## src/rtl/exhaustive_stim_capture.sv

```systemverilog
// rtl/exhaustive_stim_capture.sv - exhaustive vector driver with per-vector response capture and CRC signature
module exhaustive_stim_capture #(
  parameter int                N_IN   = 3,
  parameter int                SETTLE = 1,
  parameter int                SIG_W  = 16,
  parameter logic [SIG_W-1:0]  POLY   = 16'h1021,
  parameter logic [SIG_W-1:0]  SEED   = 16'hFFFF
) (
  input  logic                    CK,
  input  logic                    reset,
  input  logic                    start,
  output logic [N_IN-1:0]         pattern,
  output logic                    pattern_valid,
  input  logic                    dut_out,
  output logic                    resp_valid,
  output logic                    resp_bit,
  output logic [N_IN-1:0]         resp_index,
  output logic                    busy,
  output logic                    done,
  output logic [(1<<N_IN)-1:0]    response_vec,
  output logic [SIG_W-1:0]        signature
);

  localparam logic [N_IN-1:0] LAST_PAT = {N_IN{1'b1}};
  localparam logic [3:0]      SETTLE_C = 4'(SETTLE);

  typedef enum logic {ST_IDLE, ST_RUN} state_t;

  state_t                  state_q, state_d;
  logic [N_IN-1:0]         pattern_q, pattern_d;
  logic                    pattern_valid_q, pattern_valid_d;
  logic                    resp_valid_q, resp_valid_d;
  logic                    resp_bit_q, resp_bit_d;
  logic [N_IN-1:0]         resp_index_q, resp_index_d;
  logic                    busy_q, busy_d;
  logic                    done_q, done_d;
  logic [(1<<N_IN)-1:0]    response_vec_q, response_vec_d;
  logic [SIG_W-1:0]        signature_q, signature_d;
  logic [3:0]              settle_cnt_q, settle_cnt_d;
  logic                    fb;

  always_comb begin
    state_d         = state_q;
    pattern_d       = pattern_q;
    pattern_valid_d = pattern_valid_q;
    resp_valid_d    = 1'b0;
    resp_bit_d      = resp_bit_q;
    resp_index_d    = resp_index_q;
    busy_d          = busy_q;
    done_d          = 1'b0;
    response_vec_d  = response_vec_q;
    signature_d     = signature_q;
    settle_cnt_d    = settle_cnt_q;
    fb              = signature_q[SIG_W-1] ^ dut_out;

    case (state_q)
      ST_IDLE: begin
        if (start) begin
          state_d         = ST_RUN;
          busy_d          = 1'b1;
          pattern_d       = '0;
          pattern_valid_d = 1'b1;
          settle_cnt_d    = 4'd0;
          response_vec_d  = '0;
          signature_d     = SEED;
        end
      end
      ST_RUN: begin
        if (settle_cnt_q < SETTLE_C) begin
          settle_cnt_d = settle_cnt_q + 4'd1;
        end else begin
          // Sample edge: capture, strobe, and fold the bit into the CRC
          response_vec_d[pattern_q] = dut_out;
          resp_bit_d   = dut_out;
          resp_index_d = pattern_q;
          resp_valid_d = 1'b1;
          signature_d  = {signature_q[SIG_W-2:0], 1'b0} ^ (fb ? POLY : '0);
          if (pattern_q != LAST_PAT) begin
            pattern_d    = pattern_q + 1'b1;
            settle_cnt_d = 4'd0;
          end else begin
            state_d         = ST_IDLE;
            busy_d          = 1'b0;
            pattern_valid_d = 1'b0;
            done_d          = 1'b1;
          end
        end
      end
      default: state_d = ST_IDLE;
    endcase
  end

  always_ff @(posedge CK) begin
    if (reset) begin
      state_q         <= ST_IDLE;
      pattern_q       <= '0;
      pattern_valid_q <= 1'b0;
      resp_valid_q    <= 1'b0;
      resp_bit_q      <= 1'b0;
      resp_index_q    <= '0;
      busy_q          <= 1'b0;
      done_q          <= 1'b0;
      response_vec_q  <= '0;
      signature_q     <= '0;
      settle_cnt_q    <= 4'd0;
    end else begin
      state_q         <= state_d;
      pattern_q       <= pattern_d;
      pattern_valid_q <= pattern_valid_d;
      resp_valid_q    <= resp_valid_d;
      resp_bit_q      <= resp_bit_d;
      resp_index_q    <= resp_index_d;
      busy_q          <= busy_d;
      done_q          <= done_d;
      response_vec_q  <= response_vec_d;
      signature_q     <= signature_d;
      settle_cnt_q    <= settle_cnt_d;
    end
  end

  assign pattern       = pattern_q;
  assign pattern_valid = pattern_valid_q;
  assign resp_valid    = resp_valid_q;
  assign resp_bit      = resp_bit_q;
  assign resp_index    = resp_index_q;
  assign busy          = busy_q;
  assign done          = done_q;
  assign response_vec  = response_vec_q;
  assign signature     = signature_q;

endmodule

```

## config.mk

```make
export PLATFORM = sky130hd
export DESIGN_NAME = exhaustive_stim_capture
export DESIGN_NICKNAME = d
export VERILOG_FILES = /design/src/rtl/exhaustive_stim_capture.sv
export SDC_FILE = /design/constraint.sdc
export NUM_CORES = 1
export LEC_CHECK = 0
export BUFFER_PORTS_ARGS = -buffer_cell sky130_fd_sc_hd__buf_2
export CAP_MARGIN = 20
export CORE_MARGIN = 2
export CORE_UTILIZATION = 57
export CTS_BUF_LIST = sky130_fd_sc_hd__clkbuf_16
export CTS_CLUSTER_SIZE = 16
export DETAILED_ROUTE_END_ITERATION = 10
export PLACE_DENSITY = 0.95
export REMOVE_ABC_BUFFERS = 1
export SLEW_MARGIN = 20
export SYNTH_ARGS = -nofsm -noshare
export SYNTH_HDL_FRONTEND = slang
export SYNTH_SLANG_ARGS = --single-unit
```

## constraint.sdc

```tcl
create_clock -name CK -period 2.3 [get_ports CK]
set_input_delay 0.23 -clock CK [delete_from_list [all_inputs] [get_ports CK]]
set_output_delay 0.23 -clock CK [all_outputs]
set_load 0.02 [all_outputs]
```

-- Word-level counts from Yosys, hierarchy flattened
Index checks and enable logic that the tools add are counted.
- $add $sub $neg: 2
- multiply operators: 0
- divide/modulo/power cells: 0
- order comparisons: 3
- equal/unequal tests: 6
- shift operators: 0
- muxes and demuxes: 28
- bitwise gates (word level): 4
- reduce and logical (&&, ||, !) cells: 8
- operator list (operator ; count):
    16-bit two-way mux ; 2
    16-bit case mux with 2 select lines ; 1
    8-bit two-way mux ; 2
    8-bit case mux with 2 select lines ; 1
    16-bit by 13-bit bitwise XOR with 16-bit output ; 1
    13-bit two-way mux ; 1
    4-bit two-way mux ; 3
    1-bit two-way mux ; 9
    3-bit two-way mux ; 3
    8-bit bitwise mux ; 1
    4-bit case mux with 2 select lines ; 1
    2-bit inequality test, second input constant ; 3
    3-bit case mux with 2 select lines ; 1
    2-bit AND reduction ; 3
    3-bit AND reduction ; 2
    4-bit by 1-bit adder with 4-bit output, second input constant ; 1
    3-bit by 4-bit < comparator with 1-bit output, second input constant ; 1
    4-bit by 1-bit < comparator with 1-bit output, second input constant ; 1
    1-bit case mux with 2 select lines ; 2
    3-bit by 1-bit adder with 3-bit output, second input constant ; 1
    1-bit demux with 3-bit select ; 1
    3-bit by 1-bit greater-or-equal comparator with 1-bit output, second input constant ; 1
    3-bit by 1-bit inequality test with 1-bit output, second input constant ; 1
    3-bit inequality test, second input constant ; 1
    other kinds (6) ; 7
- register bits: 39
- latch bits: 0
- RAM bits: 0
- bits in read-only memories: 0
- bits of input ports: 4
- output and inout port bits: 35
- memories: 0

-- Longest topological paths before layout
Gate-level depths: netlist of run 1.
- depth in word-level cells: 7
- depth in mapped cells: 7

-- Worst setup path before layout of run 1
No wires, ideal clock.
- path kind: register to register
- start point: register pattern_q[0], in the netlist pattern[0]
- end point: register pattern_q[0], in the netlist pattern[0]
- setup time: 0.070 ns
- arrival time: 1.460 ns
- required time: 2.230 ns
- path slack: 0.770 ns
- stages on the path, launching flop included: 6
- path buffers: 0
- period minus slack after synthesis: 1.530 ns
- cell sequence: dfxtp_1 > ha_1 > ha_1 > nand2b_1 > or3_1 > a21oi_1
- cells in the longest elaborated chain, start to end: 4
- elaborated cells on any way between the ends: 7
- RTL lines (item ; line ; RTL):
    start: declaration ; 30 ; logic [N_IN-1:0] pattern_q, pattern_d;
    start signal: assignment ; 108 ; pattern_q <= pattern_d;
    3-bit by 1-bit adder with 3-bit output ; 79 ; pattern_d = pattern_q + 1'b1;
    3-bit two-way mux ; 78 ; if (pattern_q != LAST_PAT) begin
    3-bit two-way mux ; 69 ; if (settle_cnt_q < SETTLE_C) begin
    3-bit case mux with 2 select lines ; 56 ; case (state_q)
Several ways; a longest one is shown, not always the timed one. The select of a mux whose other input is x is not followed.
A chain may end at the register's enable or synchronous reset.

-- Worst setup path in the final report of run 1
- start point: register settle_cnt_q[0]
- end point: register pattern_q[1], in the netlist pattern[1]
- cells in the longest elaborated chain, start to end: 3
- RTL lines (item ; line ; RTL):
    start: declaration ; 39 ; logic [3:0] settle_cnt_q, settle_cnt_d;
    start signal: assignment ; 117 ; settle_cnt_q <= settle_cnt_d;
    4-bit by 1-bit < comparator with 1-bit output ; 69 ;
    2-bit inequality test (no line) ; n/a ;
    3-bit AND reduction (no line) ; n/a ;
Every way passes these cells.

==> results of run 1 <==
-- synthesized netlist by cell type, drive strengths merged, types with 4 or more instances --
cell	number	share of area [%]
mux2i	8	4.6
nor3b	5	2.2
buf	16	4.9
nand3b	9	3.9
nand3	23	6.6
ha	4	2.9
a21oi	24	6.9
dfxtp	39	45
a211oi	5	2.5
o21ai	6	1.7
o22ai	13	4.7
clkbuf	7	1.5
-- sequential cells by signal, summed over array words and instances, names as in the netlist --
signal / count
pattern: 3
done: 1
resp_valid: 1
signature: 16
settle_cnt_q: 4
state_q: 1
resp_bit: 1
busy: 1
resp_index: 3
response_vec: 8
-- metrics by stage --
step / hold slack, ns / cell area (µm²)
after global placement: 0.4652 / 1897
after floorplan: 0.2991 / 1623
final: 0.2376 / 2088
after CTS: 0.2304 / 2086
after global routing: 0.2443 / 2088
after detailed placement: 0.4694 / 1897
-- logic make-up (layout without fill, tap and decap cells) --
| group | Yosys count | count (layout) | share of synthesized area [%] |
|---|---|---|---|
| buffers and inverters | 26 | 54 | 7.071 |
| muxes | 8 | 8 | 4.618 |
| AOI/OAI and AO/OA | 55 | 55 | 19.12 |
| and+or+nand+nor | 58 | 58 | 19.77 |
| xor gates and xnor gates | 3 | 3 | 1.515 |
| adders and majority gates | 4 | 4 | 2.886 |
| DFF | 39 | 39 | 45.02 |
-- power groups by stage --
stage | sequential [mW] | clock, mW | combinational, mW
finish | 0.743 | 0.872 | 0.255
floorplan | 0.802 | 0 | 0.113
global placement | 0.754 | 0 | 0.247
detailed placement | 0.756 | 0 | 0.252
global route | 0.748 | 0.908 | 0.280
CTS | 0.742 | 0.879 | 0.254
-- path summary, 6_finish.rpt --
check / depth (start not counted) / endpoint / start
setup / recovery: 6 / pattern[1] / settle_cnt_q[0]
hold / removal: 3 / resp_bit / dut_out
setup reg to reg: 6 / pattern[1] / settle_cnt_q[0]
hold reg to reg: 2 / signature[10] / signature[9]
-- worst register-to-register path: stages (launching register included) --
cell and delay [ns]:
dfxtp_1 0.33, inv_1 0.08, ha_1 0.16, nor3b_2 0.39, buf_4 0.33, o211ai_1 0.18
a21oi_1 0.23
-- layer usage --
layer	routed length, µm	global-route usage, %	part of all wire (%)	vias up
li1	-	-	-	756
met1	1683	29.56	44	713
met2	1798	35.56	47	75
met3	235	6.332	6.1	10
met4	119	13.64	3.1	0
met5	0	0	0	-
-- area by class of cell --
type	instances	area [µm²]	share of cell area, %
Clock buffer	5	125.1	5.992
Clock inverter	3	63.81	3.056
Inverter	3	11.26	0.5392
Multi-Input combinational cell	128	838.3	40.14
Sequential cell	39	780.7	37.39
Tap cell	33	41.29	1.977
Timing Repair Buffer	43	227.7	10.90
==> results.md, run 1 <==
* Number of port buffers at 38
* Via density per instance at 6.118
* Placed cell count at 246
* Initial antenna violation count at 0
* Peak per-stage delay on the critical path at 0.39 ns
* Worst-case setup margin in the final layout at 0.5289 ns
* Final period demand of the worst path at 1.771 ns
* Clock share of power at 46.6%
* Combined area of all synthesized cells at 1734 µm²
* Share of async-settable or async-resettable flops after synthesis at 0%
* # setup viols final at 0
* Post-layout total power at 1.871 mW
* Peak Freq at 564.6 MHz
* Number of nets in the finished design at 228
* Placement Setup Slack at 0.6443 ns
* Leading cell types in the layout, fill and taps excluded: 39 x dfxtp_1, 38 x buf_2, 24 x a21oi_1
* Detailed router's first-iteration violation count at 122
* Buffer depth of the longest clock path at 2
* Total net switching power at 0.4560 mW
* Count of different cell masters after synthesis at 35
* Crit path kind: register to register
* Crit path max-delay family: buffers and inverters
* Number of buffers inserted by post-CTS setup repair at 0
* Post-Syn Area per Cell at 8.985 µm²
* Number of gates given a new drive strength after cts at 0
* Cell area power density at 895.9 nW/µm²
* Clock network latency to the later pin of the worst-skew pair at 0.28 ns
* Actual slew at the worst max-slew pin at 0.6056 ns
* Detailed placer's ending HPWL at 2332 µm
* Number of iterations in the first detailed-routing pass at 4
* Number of buffers inserted during clock tree synthesis at 5
* Final-layout setup total negative slack at 0 ns
* Overall Global Routing Usage at 23.35%
* Largest net degree at the start of global routing at 39
* Normalized max-slew margin at 59.44%
* Core Rows at 20
* Crit path cell chain: inv_1 -> ha_1 -> nor3b_2 -> buf_4 -> o211ai_1 -> a21oi_1
* Fill cell total of the finished layout at 206
* Final standard cell utilization of the core at 70.13%
* Detailed-route wire length per cell at 15.10 µm
* Share of post-route cells with drive strength above 1 at 23.98%
* Post-route fraction of the period consumed by the critical path at 77.01%
* Run status: complete, no violations
* H-Tree Level Count at 2
* Initial standard-cell utilization of the core at 58.24%
* CORE AREA at 2978 µm²
* Post-detailed-routing wire length at 3836 µm
* Die extent in y at 59.16 µm
* Post-CTS clock slew at the launch and capture registers of the worst setup and hold paths at 0.06 ns
* Max-slew violation count at 0
* Die area at 3499 µm²
* Slowest CP cell: nor3b_2
* Post-Syn Instances at 193
* Total grt overflow at 0
* Remaining number of nets flagged by the antenna check after routing at 0
* Count of buffering cells on the critical path with inverters included at 2
* Global-route wire length before repair at 6134 µm
* RSZ-0062 raised after global routing: no
* Cell Int Power at 1.415 mW
* Net Sw Frac at 24.37%
* Portion of the post-synthesis area used by sequential elements at 45.02%
* Most frequent standard cell in the layout excluding fill and tap cells: dfxtp_1
* DIE WIDTH at 59.16 µm
* Vias in the first global route at 1,312
* Diodes inserted at 0
* Drc violations at 0
* Endpoint arrival time on the critical path at 1.97 ns
* Proportion of power drawn by combinational gates at 13.7%
* Data required, critical path at 2.50 ns
* #FFs+latches synth at 39
* Sequential cell fraction of total power at 39.7%
* Worst hold path type: input pin to register
* Cts-stage hold buffer count at 0
* YS warnings at 0
* LEAKAGE at 0.8623 nW
* Via Count at 1,554
* Clk sinks at 39
* Root cell of the clock tree: clkbuf_16
* Top FF cell, synth: dfxtp_1
* FF-to-FF setup slack at 0.53 ns
* Crit path capture type: register
* IR Drop Worst-Case VDD at 0.5386 mV
* Layout overhead on the synthesized area at 20.42%
* GP Congestion at 0.7602
* Maximum fanout along the worst path at 23
* Kind of start point of the critical path: register
* Final setup skew at 0.005004 ns
* Non-filler cells, final at 254
* Number of flops mapped to enable cells by yosys at 0
* TritonCTS clock tree: done
* Endpoints failing hold at 0
* Maximum Capacitance Violations at 0
* Number of placed I/O pins at 39
Power figures use the tool's default switching activity.
==> run 2: changes to the inputs <==
CORE_UTILIZATION = 48   (was 57)
PLACE_DENSITY = 0.87   (was 0.95)
clock period = 1.5 ns   (was 2.3 ns; I/O delays follow)
==> run 2 against run 1 <==
The run now ends with negative setup slack left; core utilization up 0.83 points; sequential share of layout area shrank 5.1 points; hold slack worse by 0.080 ns; register-to-register slack lost 0.55 ns; count of clock-buffer cells in the layout unchanged; non-clock buffer count grew 18; setup slack got worse by 0.55 ns.
==> results.md, run 2 (synthesis gave the netlist of run 1 again) <==
* Run status: complete, but fails checks
* Violated checks: negative setup slack
* Post-CTS clock slew at the launch and capture registers of the worst setup and hold paths at 0.05 ns (about the same)
* Post-detailed-routing wire length at 4473 µm (+17%)
* Max-slew violation count at 0 (unchanged)
* Cell area power density at 1120 nW/µm² (+25%)
* Global-route wire length before repair at 7031 µm (+15%)
* Largest register FFs at 16 (unchanged)
* Leading cell types in the layout, fill and taps excluded: 38 x dfxtp_1, 38 x buf_2, 19 x a21oi_1
* Number of placed I/O pins at 39 (unchanged)
* Kind of start point of the critical path: register
* Peak Freq at 656.0 MHz (+16%)
* Die area at 4109 µm² (+17%)
* Endpoint arrival time on the critical path at 1.67 ns (-0.30 ns)
* Via Count at 1,647 (+6.0%)
* Remaining number of nets flagged by the antenna check after routing at 0 (unchanged)
* Worst hold path type: input pin to register
* Maximum Capacitance Violations at 0 (unchanged)
* Fill cell total of the finished layout at 273 (+33%)
* Final setup skew at 0.004642 ns (-0.0003621 ns)
* Detailed-route wire length per cell at 15.69 µm (+3.9%)
* Final period demand of the worst path at 1.524 ns (-0.2468 ns)
* Post-route fraction of the period consumed by the critical path at 101.6% (+25 points)
* Share of post-route cells with drive strength above 1 at 41.84% (+18 points)
* Initial antenna violation count at 0 (unchanged)
* Via density per instance at 5.779 (-5.5%)
* # setup viols final at 8 (+8)
* Number of nets in the finished design at 246 (+7.9%)
* Number of iterations in the first detailed-routing pass at 4 (unchanged)
* Total grt overflow at 0 (unchanged)
* Clk sinks at 39 (unchanged)
* TritonCTS clock tree: done
* DIE WIDTH at 64.11 µm (+8.4%)
* Core Rows at 21 (+5.0%)
* Number of port buffers at 38 (unchanged)
* Die extent in y at 64.11 µm (+8.4%)
* Maximum fanout along the worst path at 5 (-78%)
* Largest net degree at the start of global routing at 32 (-18%)
* Worst-case setup margin in the final layout at -0.02429 ns (-0.5532 ns)
* Clock network latency to the later pin of the worst-skew pair at 0.28 ns (about the same)
* Post-layout total power at 2.713 mW (+45%)
* RSZ-0062 raised after global routing: yes
* IR Drop Worst-Case VDD at 0.9442 mV (+75%)
* Crit path kind: register to register
* Root cell of the clock tree: clkbuf_16
* Diodes inserted at 0 (unchanged)
* GP Congestion at 0.8020 (+5.5%)
* Final standard cell area without fillers at 2424 µm² (+16%)
* Buffer depth of the longest clock path at 2 (unchanged)
* Endpoints failing hold at 0 (unchanged)
* Detailed placer's ending HPWL at 2592 µm (+11%)
* Data required, critical path at 1.65 ns (-0.85 ns)
* Final-layout setup total negative slack at -0.09595 ns (-0.09595 ns)
* Cts-stage hold buffer count at 0 (unchanged)
* Layout overhead on the synthesized area at 39.75%
* Cell area after placement at 2018 µm² (+6.4%)
* Drc violations at 0 (unchanged)
* Overall Global Routing Usage at 21.42% (-1.9 points)
* Initial standard-cell utilization of the core at 50.77% (-7.5 points)
* LEAKAGE at 0.9689 nW (+12%)
* H-Tree Level Count at 2 (unchanged)
* Detailed router's first-iteration violation count at 54 (-56%)
* Number of buffers inserted during clock tree synthesis at 5 (unchanged)
* Normalized max-slew margin at 65.18% (+5.7 points)
* Vias in the first global route at 1,589 (+21%)
* Actual slew at the worst max-slew pin at 0.5204 ns (-0.08517 ns)
* Crit path capture type: register
* CORE AREA at 3416 µm² (+15%)
-- run 2: per-layer routing --
metal | wire (µm) | track usage [%]
met1 | 2004 | 27.33
met3 | 230 | 6.514
met5 | 0 | 0
met2 | 2190 | 34.64
met4 | 47 | 6.915
-- run 2: final cells by class --
| cell class | instances | area (µm²) | area share, % |
|---|---|---|---|
| Inverter | 3 | 11.26 | 0.4646 |
| Tap cell | 46 | 57.56 | 2.375 |
| Clock inverter | 3 | 12.51 | 0.5163 |
| Timing Repair Buffer | 61 | 407.9 | 16.83 |
| Clock buffer | 5 | 125.1 | 5.163 |
| Sequential cell | 39 | 782.0 | 32.27 |
| Multi-Input combinational cell | 128 | 1027 | 42.39 |
-- run 2: repair_timing --
| action | 4_1_cts | 5_1_grt |
|---|---|---|
| cloned | 1 | 1 |
| resized for setup | 8 | 39 |
| setup endpoints to repair | 20 | 29 |
| buffers inserted | 1 | 1 |
| pin swaps | 1 | 6 |
| endpoints found under the hold margin | 0 | 0 |
-- run 2: critical path, cell delays in order, from the launching register on --
cell,delay [ns]
dfxtp_2,0.32
inv_2,0.08
ha_4,0.13
or3b_4,0.42
buf_12,0.17
a211oi_4,0.21
a311oi_2,0.07
-- run 2: path summary, 6_finish.rpt --
path	slack [ns]	endpoint	start	cells past startpoint
worst min-delay path	0.16	resp_bit	dut_out	3
worst max-delay path	-0.02	signature[12]	settle_cnt_q[0]	6
worst min register to register	0.48	response_vec[2]	response_vec[2]	2
worst max register to register	-0.02	signature[12]	settle_cnt_q[0]	6
-- run 2: where the power goes --
part / internal (mW) / total, mW / leakage, nW / switching [mW]
Combinational: 0.236 / 0.578 / 0.573 / 0.342
Sequential: 1.09 / 1.15 / 0.320 / 0.0530
Clock: 0.600 / 0.988 / 0.0762 / 0.389
Total: 1.93 / 2.71 / 0.969 / 0.784
-- run 2: stage by stage --
stage	setup slack (ns)	instances	hold WS, ns	utilization [%]
floorplan	-1.050	170	0.2191	-
global placement	-0.04973	273	0.4449	59.08
detailed placement	-0.1296	273	0.4448	59.08
CTS	-0.02493	283	0.1517	64.58
global route	-0.07788	285	0.1757	70.95
finish	-0.02429	285	0.1575	70.95
==> run 3: changes to the inputs <==
ABC_AREA = 1   (was unset)
CORE_UTILIZATION = 47   (was 48)
PLACE_DENSITY = 0.86   (was 0.87)
==> run 3 against run 2 <==
The flow now finishes without violations; wire length is 13% lower; register-to-register slack better by 0.15 ns; critical path depth is 3 higher.
==> results.md, run 3 <==
* Number of port buffers at 38 (unchanged)
* Sequential cell fraction of total power at 40.4% (-1.9 points)
* Via Count at 1,560 (-5.3%)
* Drc violations at 0 (unchanged)
* Maximum fanout along the worst path at 5 (unchanged)
* Die area at 4120 µm² (+0.27%)
* Leading post-synthesis cells by instance count: 39 x dfxtp_1, 38 x nand2_1, 34 x nor2_1
* Run status: complete, no violations
* Share of async-settable or async-resettable flops after synthesis at 0% (unchanged)
* Core Rows at 21 (unchanged)
* Ranking of synthesized cells by area: dfxtp_1 46%, nand2_1 8.4%, nor2_1 7.5%
* Portion of the post-synthesis area used by sequential elements at 45.85% (+0.83 points)
* Number of flops mapped to enable cells by yosys at 0 (unchanged)
* Clock network latency to the later pin of the worst-skew pair at 0.28 ns (about the same)
* Detailed placer's ending HPWL at 2750 µm (+6.1%)
* Largest net degree at the start of global routing at 28 (-13%)
* Number of placed I/O pins at 39 (unchanged)
* Peak Freq at 729.8 MHz (+11%)
* Net Sw Frac at 29.28% (+0.40 points)
* LEAKAGE at 0.9342 nW (-3.6%)
* Clk sinks at 39 (unchanged)
* Clock share of power at 39.6% (+3.2 points)
* Combined area of all synthesized cells at 1703 µm² (-1.8%)
* Share of post-route cells with drive strength above 1 at 25.68% (-16 points)
* Total net switching power at 0.8672 mW (+11%)
* Post-route fraction of the period consumed by the critical path at 91.35% (-10 points)
* YS warnings at 0 (unchanged)
* Detailed-route wire length per cell at 12.80 µm (-18%)
* Initial standard-cell utilization of the core at 49.85% (-0.92 points)
* Endpoint arrival time on the critical path at 1.59 ns (-0.08 ns)
* # setup viols final at 0 (-8)
* TritonCTS clock tree: done
* Kind of start point of the critical path: register
* Overall Global Routing Usage at 20.91% (-0.51 points)
* Crit path capture type: register
* Final setup skew at 0.002105 ns (-0.002538 ns)
* Slowest CP cell: dfxtp_1
* Layout overhead on the synthesized area at 22.12%
* Post-Syn Area per Cell at 7.847 µm² (-13%)
* Root cell of the clock tree: clkbuf_16
* Max-slew violation count at 0 (unchanged)
* Placement Setup Slack at 0.1161 ns (+0.2457 ns)
* Post-Syn Instances at 217 (+12%)
* Die extent in y at 64.19 µm (+0.13%)
* Number of nets in the finished design at 264 (+7.3%)
* Diodes inserted at 0 (unchanged)
* CORE AREA at 3416 µm² (unchanged)
* Vias in the first global route at 1,519 (-4.4%)
* Peak per-stage delay on the critical path at 0.32 ns (-0.10 ns)
* Maximum Capacitance Violations at 0 (unchanged)
* Final standard cell utilization of the core at 60.88% (-10 points)
* Count of different cell masters after synthesis at 26 (-26%)
* #FFs+latches synth at 39 (unchanged)
* Crit path max-delay family: adder cells
* Via density per instance at 5.149 (-11%)
* Number of iterations in the first detailed-routing pass at 4 (unchanged)
* Cell area power density at 1424 nW/µm² (+27%)
* Crit path kind: register to register
* Actual slew at the worst max-slew pin at 0.3857 ns (-0.1347 ns)
* Total grt overflow at 0 (unchanged)
* Top-count cell post-synth: dfxtp_1
* Number of cell instances on the worst register-to-register path at 9 (+3)
* Share of the synthesized area in the top cell type at 45.85% (+0.83 points)
* Leading cell types in the layout, fill and taps excluded: 38 x nand2_1, 38 x dfxtp_1, 38 x buf_2
* Data required, critical path at 1.72 ns (+0.07 ns)
* Endpoints failing hold at 0 (unchanged)
* GP Congestion at 0.8295 (+3.4%)
* Detailed router's first-iteration violation count at 66 (+22%)
* Cell Int Power at 2.094 mW (+8.5%)
* Global-route wire length before repair at 6624 µm (-5.8%)
* Top FF cell, synth: dfxtp_1
* Buffer depth of the longest clock path at 2 (unchanged)
* Count of buffering cells on the critical path with inverters included at 2 (unchanged)
* Initial antenna violation count at 0 (unchanged)
* Number of buffers inserted during clock tree synthesis at 5 (unchanged)
* Number of stages on the worst hold path at 3 (unchanged)
* Normalized max-slew margin at 74.26% (+9.1 points)
* IR Drop Worst-Case VDD at 0.6976 mV (-26%)
* DIE WIDTH at 64.19 µm (+0.13%)
* Worst hold path type: input pin to register
* Critical Path Stages at 9 (+3)
* Largest register FFs at 16 (unchanged)
* Post-detailed-routing wire length at 3878 µm (-13%)
* H-Tree Level Count at 2 (unchanged)
* Worst-case setup margin in the final layout at 0.1297 ns (+0.1540 ns)
* Final period demand of the worst path at 1.370 ns (-0.1540 ns)
* Remaining number of nets flagged by the antenna check after routing at 0 (unchanged)
* Post-CTS clock slew at the launch and capture registers of the worst setup and hold paths at 0.06 ns (about the same)
* Proportion of power drawn by combinational gates at 20.0% (-1.3 points)
* Cell taking the most area after synthesis: dfxtp_1
* Crit path cell chain: ha_2 -> ha_1 -> inv_1 -> nand2_1 -> nand2_2 -> nand2_4 -> inv_2 -> nand3_1 -> a21oi_2
run 3: worst paths after layout:
check                        from         endpoint  slack (ns)
hold / removal            dut_out         resp_bit        0.13
setup reg to reg       pattern[0]       pattern[1]        0.13
setup / recovery       pattern[0]       pattern[1]        0.13
hold reg to reg   settle_cnt_q[0]  settle_cnt_q[0]        0.46
run 3: layout make-up:
type | instances | area [µm²]
clock buffers | 5 | 125.1
clock inverters | 3 | 38.79
fillers | 304 | 1336
inverters | 17 | 71.32
multi-input cells | 150 | 777.0
flip-flops and latches | 39 | 782.0
well taps | 46 | 57.56
repair buffers | 43 | 227.7
run 3: metal layers:
layer	part of all wire (%)	global-route usage (%)
met3	6.8	6.690
met1	43	24.21
met5	0	0
met2	48	34.77
met4	2.7	10.11
run 3: cell families (layout without fill, tap and decap cells):
group / count (synthesis) / count (layout) / synth area share (%)
and+or+nand+nor: 97 / 97 / 26.67
AOI/OAI and AO/OA: 48 / 48 / 14.84
DFF: 39 / 39 / 45.85
buffers and inverters: 28 / 68 / 9.184
adders and majority gates: 4 / 4 / 2.939
xor gates and xnor gates: 1 / 1 / 0.5144
run 3: worst register-to-register path, cell delays in order, from the launching register on:
cell	delay, ns
dfxtp_1	0.32
ha_2	0.19
ha_1	0.17
inv_1	0.08
nand2_1	0.07
nand2_2	0.11
nand2_4	0.08
inv_2	0.07
nand3_1	0.09
a21oi_2	0.14
run 3: through the flow:
stage / cell area [µm²] / setup TNS (ns) / std cells / power, mW / hold WS, ns
floorplan: 1618 / 0 / 206 / 1.601 / 0.2191
detailed placement: 1903 / 0 / 295 / 1.797 / 0.4148
global route: 2079 / -0.0003291 / 303 / 3.112 / 0.1570
CTS: 2067 / 0 / 303 / 2.966 / 0.1372
global placement: 1903 / 0 / 295 / 1.776 / 0.4175
finish: 2079 / 0 / 303 / 2.961 / 0.1316
run 3: power by group through the flow:
stage          Combinational, mW  Clock [mW]  Sequential (mW)
6_report                   0.592        1.17             1.20
5_1_grt                    0.654        1.25             1.21
4_1_cts                    0.585        1.19             1.19
3_5_place_dp               0.582           0             1.22
3_3_place_gp               0.564           0             1.21
2_1_floorplan              0.275           0             1.33
run 3: repair_timing:
item	4_1_cts	5_1_grt
endpoints found under the setup margin	0	3
resized for setup	0	5
hold buffers	0	0
buffers inserted	0	0
